--- src/rtl/fu_wb_arbiter_pkg.sv ---
// Shared sizing defaults, FU index constants and index helpers for the write-back arbiter.
package fu_wb_arbiter_pkg;
  localparam int N_FU_DEF = 5;
  localparam int XLEN_DEF = 32;
  localparam int RW_DEF   = 5;

  typedef enum int {
    FU_MEM = 0,
    FU_ALU = 1,
    FU_MUL = 2,
    FU_DIV = 3,
    FU_JMP = 4
  } fu_id_e;

  function automatic int wrap_inc(input int idx, input int n);
    return (idx + 1 >= n) ? 0 : idx + 1;
  endfunction
endpackage

--- src/rtl/fu_wb_arbiter_rr_arbiter.sv ---
// Round-robin arbiter: first set request at or after the pointer, wrapping; one-hot grant plus index.
module rr_arbiter #(
  parameter int N  = 5,
  parameter int IW = 3
) (
  input  logic [N-1:0]  i_req,
  input  logic [IW-1:0] i_ptr,
  output logic [N-1:0]  o_gnt,
  output logic [IW-1:0] o_idx,
  output logic          o_any
);
  always_comb begin
    int j;
    logic [IW-1:0] jj;
    o_gnt = '0;
    o_idx = '0;
    o_any = 1'b0;
    j     = 0;
    jj    = '0;
    for (int k = 0; k < N; k++) begin
      j = int'(i_ptr) + k;
      if (j >= N) j = j - N;
      jj = IW'(j);
      if (!o_any && i_req[jj]) begin
        o_any     = 1'b1;
        o_gnt[jj] = 1'b1;
        o_idx     = jj;
      end
    end
  end
endmodule

--- src/rtl/fu_wb_arbiter.sv ---
// Write-back arbiter: per-FU holding slots drained round-robin onto one register-file write port.
// Optional same-cycle bypass into an empty block is enabled by defining FU_WB_BYPASS_EN.
module fu_wb_arbiter
  import fu_wb_arbiter_pkg::*;
#(
  parameter int  N_FU = N_FU_DEF,
  parameter int  XLEN = XLEN_DEF,
  parameter int  RW   = RW_DEF,
  localparam int IW   = (N_FU > 1) ? $clog2(N_FU) : 1
) (
  input  logic               clk,
  input  logic               rst,
  input  logic [N_FU-1:0]    fu_finish,
  input  logic [N_FU*XLEN-1:0] fu_data,
  input  logic [N_FU*RW-1:0] fu_rd,
  input  logic               wb_ready,
  output logic               wb_valid,
  output logic [RW-1:0]      wb_rd,
  output logic [XLEN-1:0]    wb_data,
  output logic [IW-1:0]      wb_fu,
  output logic [N_FU-1:0]    slot_busy,
  output logic               ovf_err
);
  logic [N_FU-1:0] r_busy;
  logic [XLEN-1:0] r_data [N_FU];
  logic [RW-1:0]   r_rd   [N_FU];
  logic [IW-1:0]   r_ptr;
  logic            r_ovf;

  logic [N_FU-1:0] w_req, w_zero, w_gnt, w_clr, w_cap;
  logic [IW-1:0]   w_gidx, w_ptr_nxt;
  logic            w_any, w_drain, w_ovf;
  logic            w_byp;
  logic [IW-1:0]   w_bidx;
  logic [XLEN-1:0] w_bdata;
  logic [RW-1:0]   w_brd;

  // rd==0 results never request the port; they just evaporate on the next edge.
  always_comb begin
    w_req  = '0;
    w_zero = '0;
    for (int i = 0; i < N_FU; i++) begin
      w_req[i]  = r_busy[i] && (r_rd[i] != '0);
      w_zero[i] = r_busy[i] && (r_rd[i] == '0);
    end
  end

  rr_arbiter #(.N(N_FU), .IW(IW)) u_rr (
    .i_req (w_req),
    .i_ptr (r_ptr),
    .o_gnt (w_gnt),
    .o_idx (w_gidx),
    .o_any (w_any)
  );

`ifdef FU_WB_BYPASS_EN
  always_comb begin
    w_bidx  = '0;
    w_bdata = '0;
    w_brd   = '0;
    for (int i = 0; i < N_FU; i++) begin
      if (fu_finish[i]) begin
        w_bidx  = IW'(i);
        w_bdata = fu_data[i*XLEN +: XLEN];
        w_brd   = fu_rd[i*RW +: RW];
      end
    end
    w_byp = (r_busy == '0) && $onehot(fu_finish) && (w_brd != '0);
  end
`else
  assign w_byp   = 1'b0;
  assign w_bidx  = '0;
  assign w_bdata = '0;
  assign w_brd   = '0;
`endif

  always_comb begin
    w_drain   = w_any && wb_ready;
    w_clr     = w_zero | (w_drain ? w_gnt : '0);
    w_cap     = fu_finish;
    w_ptr_nxt = r_ptr;
    if (w_drain) w_ptr_nxt = IW'(wrap_inc(int'(w_gidx), N_FU));
    if (w_byp && wb_ready) begin
      w_cap[w_bidx] = 1'b0;
      w_ptr_nxt     = IW'(wrap_inc(int'(w_bidx), N_FU));
    end
    w_ovf = |(w_cap & r_busy & ~w_clr);
  end

  always_comb begin
    wb_valid = 1'b0;
    wb_rd    = '0;
    wb_data  = '0;
    wb_fu    = '0;
    if (w_byp) begin
      wb_valid = 1'b1;
      wb_rd    = w_brd;
      wb_data  = w_bdata;
      wb_fu    = w_bidx;
    end else if (w_any) begin
      wb_valid = 1'b1;
      wb_rd    = r_rd[w_gidx];
      wb_data  = r_data[w_gidx];
      wb_fu    = w_gidx;
    end
  end

  // A capture overrides a same-edge clear, so the newer result always survives.
  always_ff @(posedge clk or posedge rst) begin
    if (rst) begin
      r_busy <= '0;
      r_ptr  <= '0;
      r_ovf  <= 1'b0;
      for (int i = 0; i < N_FU; i++) begin
        r_data[i] <= '0;
        r_rd[i]   <= '0;
      end
    end else begin
      r_ptr <= w_ptr_nxt;
      if (w_ovf) r_ovf <= 1'b1;
      for (int i = 0; i < N_FU; i++) begin
        if (w_cap[i]) begin
          r_busy[i] <= 1'b1;
          r_data[i] <= fu_data[i*XLEN +: XLEN];
          r_rd[i]   <= fu_rd[i*RW +: RW];
        end else if (w_clr[i]) begin
          r_busy[i] <= 1'b0;
        end
      end
    end
  end

  assign slot_busy = r_busy;
  assign ovf_err   = r_ovf;
endmodule

--- config.mk ---
export PLATFORM = sky130hd
export DESIGN_NAME = fu_wb_arbiter
export DESIGN_NICKNAME = d
export VERILOG_FILES = /design/src/rtl/fu_wb_arbiter_pkg.sv /design/src/rtl/fu_wb_arbiter_rr_arbiter.sv /design/src/rtl/fu_wb_arbiter.sv
export SDC_FILE = /design/constraint.sdc
export NUM_CORES = 1
export LEC_CHECK = 0
export BUFFER_PORTS_ARGS = -buffer_cell sky130_fd_sc_hd__buf_2
export CAP_MARGIN = 25
export CELL_PAD_IN_SITES_DETAIL_PLACEMENT = 2
export CELL_PAD_IN_SITES_GLOBAL_PLACEMENT = 2
export CORE_ASPECT_RATIO = 2
export CORE_UTILIZATION = 35
export DETAILED_ROUTE_END_ITERATION = 16
export GPL_ROUTABILITY_DRIVEN = 0
export GPL_TIMING_DRIVEN = 0
export MAX_ROUTING_LAYER = met4
export PLACE_DENSITY_LB_ADDON = 0.1
export SKIP_CTS_REPAIR_TIMING = 1
export SKIP_LAST_GASP = 1
export SLEW_MARGIN = 5
export SYNTH_ARGS = -nofsm -noshare
export SYNTH_HDL_FRONTEND = slang
export SYNTH_HIERARCHICAL = 1
export SYNTH_SLANG_ARGS = --single-unit
--- constraint.sdc ---
create_clock -name clk -period 7.65 [get_ports clk]
set_clock_uncertainty 0.2 [all_clocks]
set_input_delay 1.53 -clock clk [delete_from_list [all_inputs] [get_ports clk]]
set_output_delay 1.53 -clock clk [all_outputs]
set_load 0.005 [all_outputs]
Word level (Yosys, flattened, before mapping)
Cells that the tools add are included.
- register bits: 194
- bits in latches: 0
- memory bits (writable): 0
- memory bits (read-only): 0
- output and inout bits: 47
- logic and storage cells: 155
- memories kept: 0
- $add $sub $neg: 10
- multiply operators: 0
- div/mod/pow operators: 0
- magnitude comparators: 17
- eq/ne operators: 0
- shift-type cells: 0
- mux-type cells: 62
- bitwise operators: 9
- reductions and logical operators: 40
- operator list (kind ; count):
    $bmux 32 s3 ; 1
    $mux 32 ; 3
    $mux 5 ; 9
    $mux 3 ; 12
    $mux 1 ; 26
    $logic_not 5->1 ; 5
    $or 5x5->5 ; 5
    $reduce_bool 5->1 ; 5
    $ge 4x3->1 const B ; 5
    $logic_and 1x1->1 ; 20
    $lt 3x4->1 const B ; 5
    $bmux 1 s3 ; 5
    $bmux 5 s3 ; 1
    $demux 1 s3 ; 5
    $ge 3x1->1 const B ; 5
    $sub 3x3->3 const B ; 5
    $and 5x5->5 ; 2
    $reduce_bool 2->1 ; 5
    $add 3x1->4 const B ; 2
    $add 3x2->4 const B ; 2
    $not 5->5 ; 1
    $reduce_or 5->1 ; 1
    $add 3x3->4 const B ; 1
    $ge 4x4->1 const B ; 1
    other kinds (3) ; 6

Logic depth before layout (Yosys ltp)
- depth after elaboration: 23
- mapped depth: 23
- depth with buffers taken out: 16

Hierarchy
The synthesis kept the hierarchy.
- modules (own cells, without submodules) (module ; instances ; cells an instance ; area an instance (sq um) ; sequential area each (sq um)):
    fu_wb_arbiter ; 1 ; 584 ; 8852.2 ; 4854.7
    rr_arbiter ; 1 ; 196 ; 1397.6 ; 0.0

Least setup slack after synthesis
No wires, ideal clock.
- kind: register to output
- start: register r_ptr[0]
- end: output wb_data[10]
- arrival time: 4.268 ns
- data required time: 5.920 ns
- setup slack: 1.652 ns
- cell stages (with the launch flop): 19
- cell sequence: dfrtp_1 buf_4 inv_2 buf_4 ha_1 inv_1 fa_1 a21oi_4 nor2_1 o211a_2 o41a_1 nor4_4 nand3_2 a31oi_1 buf_6 buf_6 mux4_2 a22oi_1 nor2b_1
- cells in the longest elaborated chain, start to end: 22
- elaborated cells between the ends (all ways): 52
- RTL lines (element ; line ; source):
    start, declared ; fu_wb_arbiter.sv:27 ; logic [IW-1:0] r_ptr;
    start signal, assigned ; fu_wb_arbiter.sv:119 ; r_ptr <= w_ptr_nxt;
    branches (longest 16 deep; another with $add 3x1->4) ; n/a ;
    $mux 3 (*) ; fu_wb_arbiter_rr_arbiter.sv:24 ; if (!o_any && i_req[jj]) begin
    via w_gidx[0] ; fu_wb_arbiter.sv:31 ; logic [IW-1:0] w_gidx, w_ptr_nxt;
    $not 3->4 (not written as such) (*) ; fu_wb_arbiter.sv:103 ; wb_data = r_data[w_gidx];
    $bmux 32 s3 (*) ; fu_wb_arbiter.sv:103 ;
    $mux 32 (not written as such) (*) (2 in series) ; fu_wb_arbiter.sv:103 ;
    $mux 32 (*) ; fu_wb_arbiter.sv:100 ; end else if (w_any) begin
    end, declared ; fu_wb_arbiter.sv:19 ; output logic [XLEN-1:0] wb_data,
Mark *: on every way through the listed nets, which the timed path passes. The select of a mux whose other input is x is not followed.

Final worst setup path
- start: register r_ptr[0]
- end: output wb_data[30]
The elaborated chain is that of the path after synthesis.

==> results.toml <==
[power_and_ir_drop]
finalPower_mw = 5.965
ir_drop_mv = 0.2398
leakagePower_nw = 5.534
powerDensity_nw_per_um2 = 471.6

[die]
ios = 240
rows = 88
dieWidth_um = 123.0
die_h_um = 244.0
die-area_um2 = 30010
coreArea_um2 = 28850
start_util_pct = 35.53

[critical_path]
setup.worst_path.end_class = "primary output"
worst-endpoint-arrival_ns = 5.60
reg2regPathDepth = 22
critPathMaxStageDelay_ns = 0.53
timing.rr.end = "r_ptr[0]"
crit_cells = 21
cp_top_family = "buffers and inverters"
crit_end = "wb_data[30]"
rr_startpoint = "r_ptr[0]"
crit_buf_inv = 9
cp-start-kind = "flop"
worstPathCellList = "buf_4 -> inv_2 -> buf_4 -> ha_1 -> ha_1 -> clkbuf_1 -> a21oi_1 -> mux2_2 -> nor3_1 -> a31oi_2 -> nand4_2 -> or2_1 -> buf_2 -> a31oi_1 -> buf_2 -> buf_4 -> clkbuf_4 -> mux4_2 -> a22oi_1 -> nor2b_1 -> buf_2"
crit_fanout = 11
rrSetupSlack_ns = 2.35
crit_start = "r_ptr[0]"
path_class = "flop to primary output"
timing.critical_path.required_ns = 5.92
slowest_stage = "dfrtp_1"

[synth]
syn_area_per_cell_um2 = 13.14
synth_cell_types = 70
synth-seq-cells = 194
synth_edf_count = 0
yosysSeqAreaShare_pct = 47.36
netlist_instances = 780
async_flop_share_pct = 100.0
ys_top_cells_by_area = "dfrtp_1 47%, mux2_2 21%, mux4_2 7.0%"
synthTopCellsByCount = "194 x dfrtp_1, 187 x mux2_2, 40 x nor2b_1, 38 x a22oi_1, 32 x mux4_2"
yosysWarnings = 6
synth.top_cell.area_share_pct = 47.36
synth_area_um2 = 10250
post-synth-top-count-cell = "dfrtp_1"
synth-main-ff-cell = "dfrtp_1"
synthesis.nets = 984
yosys.area.top_type = "dfrtp_1"

[routing]
vias_per_cell = 5.375
drtAntennaViolNets = 0
first_pass_iters = 4
vias = 7692
wl_per_cell_um = 25.24
first_iter_violations = 223
routed_wl_um = 36120
post-route-drc-count = 0

[sta]
worstMarginPinSlew_ns = 0.8642
report.final.setup_viol = 0
maxSlewViolCount = 0
fin_crit_sh_pct = 95.82
hold_viol_final = 0
rsz0062_at_grt = "false"
min_period_ns = 7.330
max_freq_mhz = 136.4
relSlewSlack_pct = 42.39

[clock_tree]
cts_made_buffers = 17
clk_latency_ns = 0.45
cts.clk_slew.worst_paths_ns = 0.07
cts_root_buf = "clkbuf_16"
clkSinkCount = 194
tritoncts = "built"
htree_levels = 4
cts_max_path_buffers = 2

[hold_path]
whs_path_depth = 1
worst_hold_path_type = "flop to flop"

[final_layout]
drive_gt1_share_pct = 52.99
area_delta_synth_final_pct = 23.40
final_core_util_pct = 43.85
nets = 1244
n_fill_cell = 3014

[grt]
antenna_found_initial = 19
grt_max_degree = 119
track_usage_pct = 26.03
grt_pass1_vias = 8978
grt_pass1_wl_um = 54230
grt_overflow = 0

[run]
cap_violations = 0

[place]
portBuffers = 234
hpwl_um = 27640

[outcome]
status = "finished clean"
[worst min path at each step]
stage	from	end	slack [ns]
after floorplan	r_data[64]	r_data[64]	0.28
after global placement	r_data[43]	r_data[43]	0.28
after detailed placement	r_data[77]	r_data[77]	0.29
after CTS	r_data[77]	r_data[77]	0.31
after global routing	r_data[137]	r_data[137]	0.32
final	r_data[77]	r_data[77]	0.30
[registers in the layout (all words and copies together) (netlist names)]
register	cells
r_data	160
ovf_err	1
r_rd	25
slot_busy	5
r_ptr	3
[per-stage QoR]
step | cells | hold slack, ns | cell area (µm²) | setup TNS [ns] | setup WS (ns)
floorplan | 780 | 0.2752 | 10250 | 0 | 0.6361
global placement | 1374 | 0.2842 | 11870 | -388.26 | -2.040
detailed placement | 1375 | 0.2911 | 11910 | 0 | 0.2299
CTS | 1407 | 0.3083 | 12520 | -6.206 | -0.2973
global route | 1431 | 0.3198 | 12650 | 0 | 0.01351
finish | 1431 | 0.3024 | 12650 | 0 | 0.3201
[power by group]
part / internal [mW] / switching [mW]
Combinational: 1.73 / 2.04
Sequential: 1.14 / 0.0904
Clock: 0.532 / 0.425
Total: 3.40 / 2.56
[area by class of cell]
type,instances,area [µm²],share of cell area (%)
Sequential cell,194,4855,38.38
Inverter,16,67.56,0.5342
Clock buffer,20,446.7,3.531
Buffer,56,310.3,2.453
Tap cell,360,450.4,3.561
Multi-Input combinational cell,514,5064,40.03
Antenna cell,18,45.04,0.3561
Clock inverter,12,166.4,1.316
Timing Repair Buffer,241,1244,9.833
[kinds of logic (layout without fill, tap and decap cells)]
kind of cell,count (synthesis),count (layout),share of synthesized area [%]
mux,236,236,30.09
flops,194,194,47.36
buf+inv,72,345,3.577
fa+ha+maj,11,11,1.416
compound gates,123,123,9.045
xor+xnor,9,9,0.8424
other cells,0,18,0
simple gates,135,135,7.666
[metal layers]
metal | vias to the layer above | wire (µm) | global-route usage, %
met5 | - | 0 | -
li1 | 3458 | - | -
met1 | 3996 | 12220 | 24.51
met4 | 0 | 1481 | 12.47
met2 | 178 | 21160 | 48.76
met3 | 60 | 1257 | 5.224
[cell usage in the layout, fill, tap and decap left out, types with 4 or more instances in the layout]
cell / synthesis / final
mux4_1: 5 / 5
mux2_2: 187 / 187
nand2b_1: 5 / 5
and2_1: 4 / 4
buf_6: 5 / 5
xnor2_1: 8 / 8
a22oi_1: 38 / 38
o22ai_1: 4 / 4
a21oi_1: 15 / 13
nand2_1: 17 / 17
nor4_1: 5 / 5
inv_6: 0 / 6
o31ai_1: 5 / 5
o21ai_1: 6 / 5
nor3_1: 9 / 9
o21a_1: 6 / 6
buf_4: 4 / 10
diode_2: 0 / 18
dfrtp_1: 194 / 194
buf_2: 26 / 259
a31oi_1: 4 / 4
nor2_1: 14 / 14
nor2b_1: 40 / 40
mux2i_1: 10 / 9
or4_1: 6 / 6
clkbuf_1: 20 / 21
mux4_2: 32 / 32
ha_1: 10 / 10
a21o_1: 6 / 6
o21ai_0: 7 / 7
nand3_1: 18 / 18
o32ai_1: 4 / 4
clkbuf_16: 0 / 17
inv_1: 13 / 12
o211ai_2: 4 / 4
(Power assumes the default switching activity.)
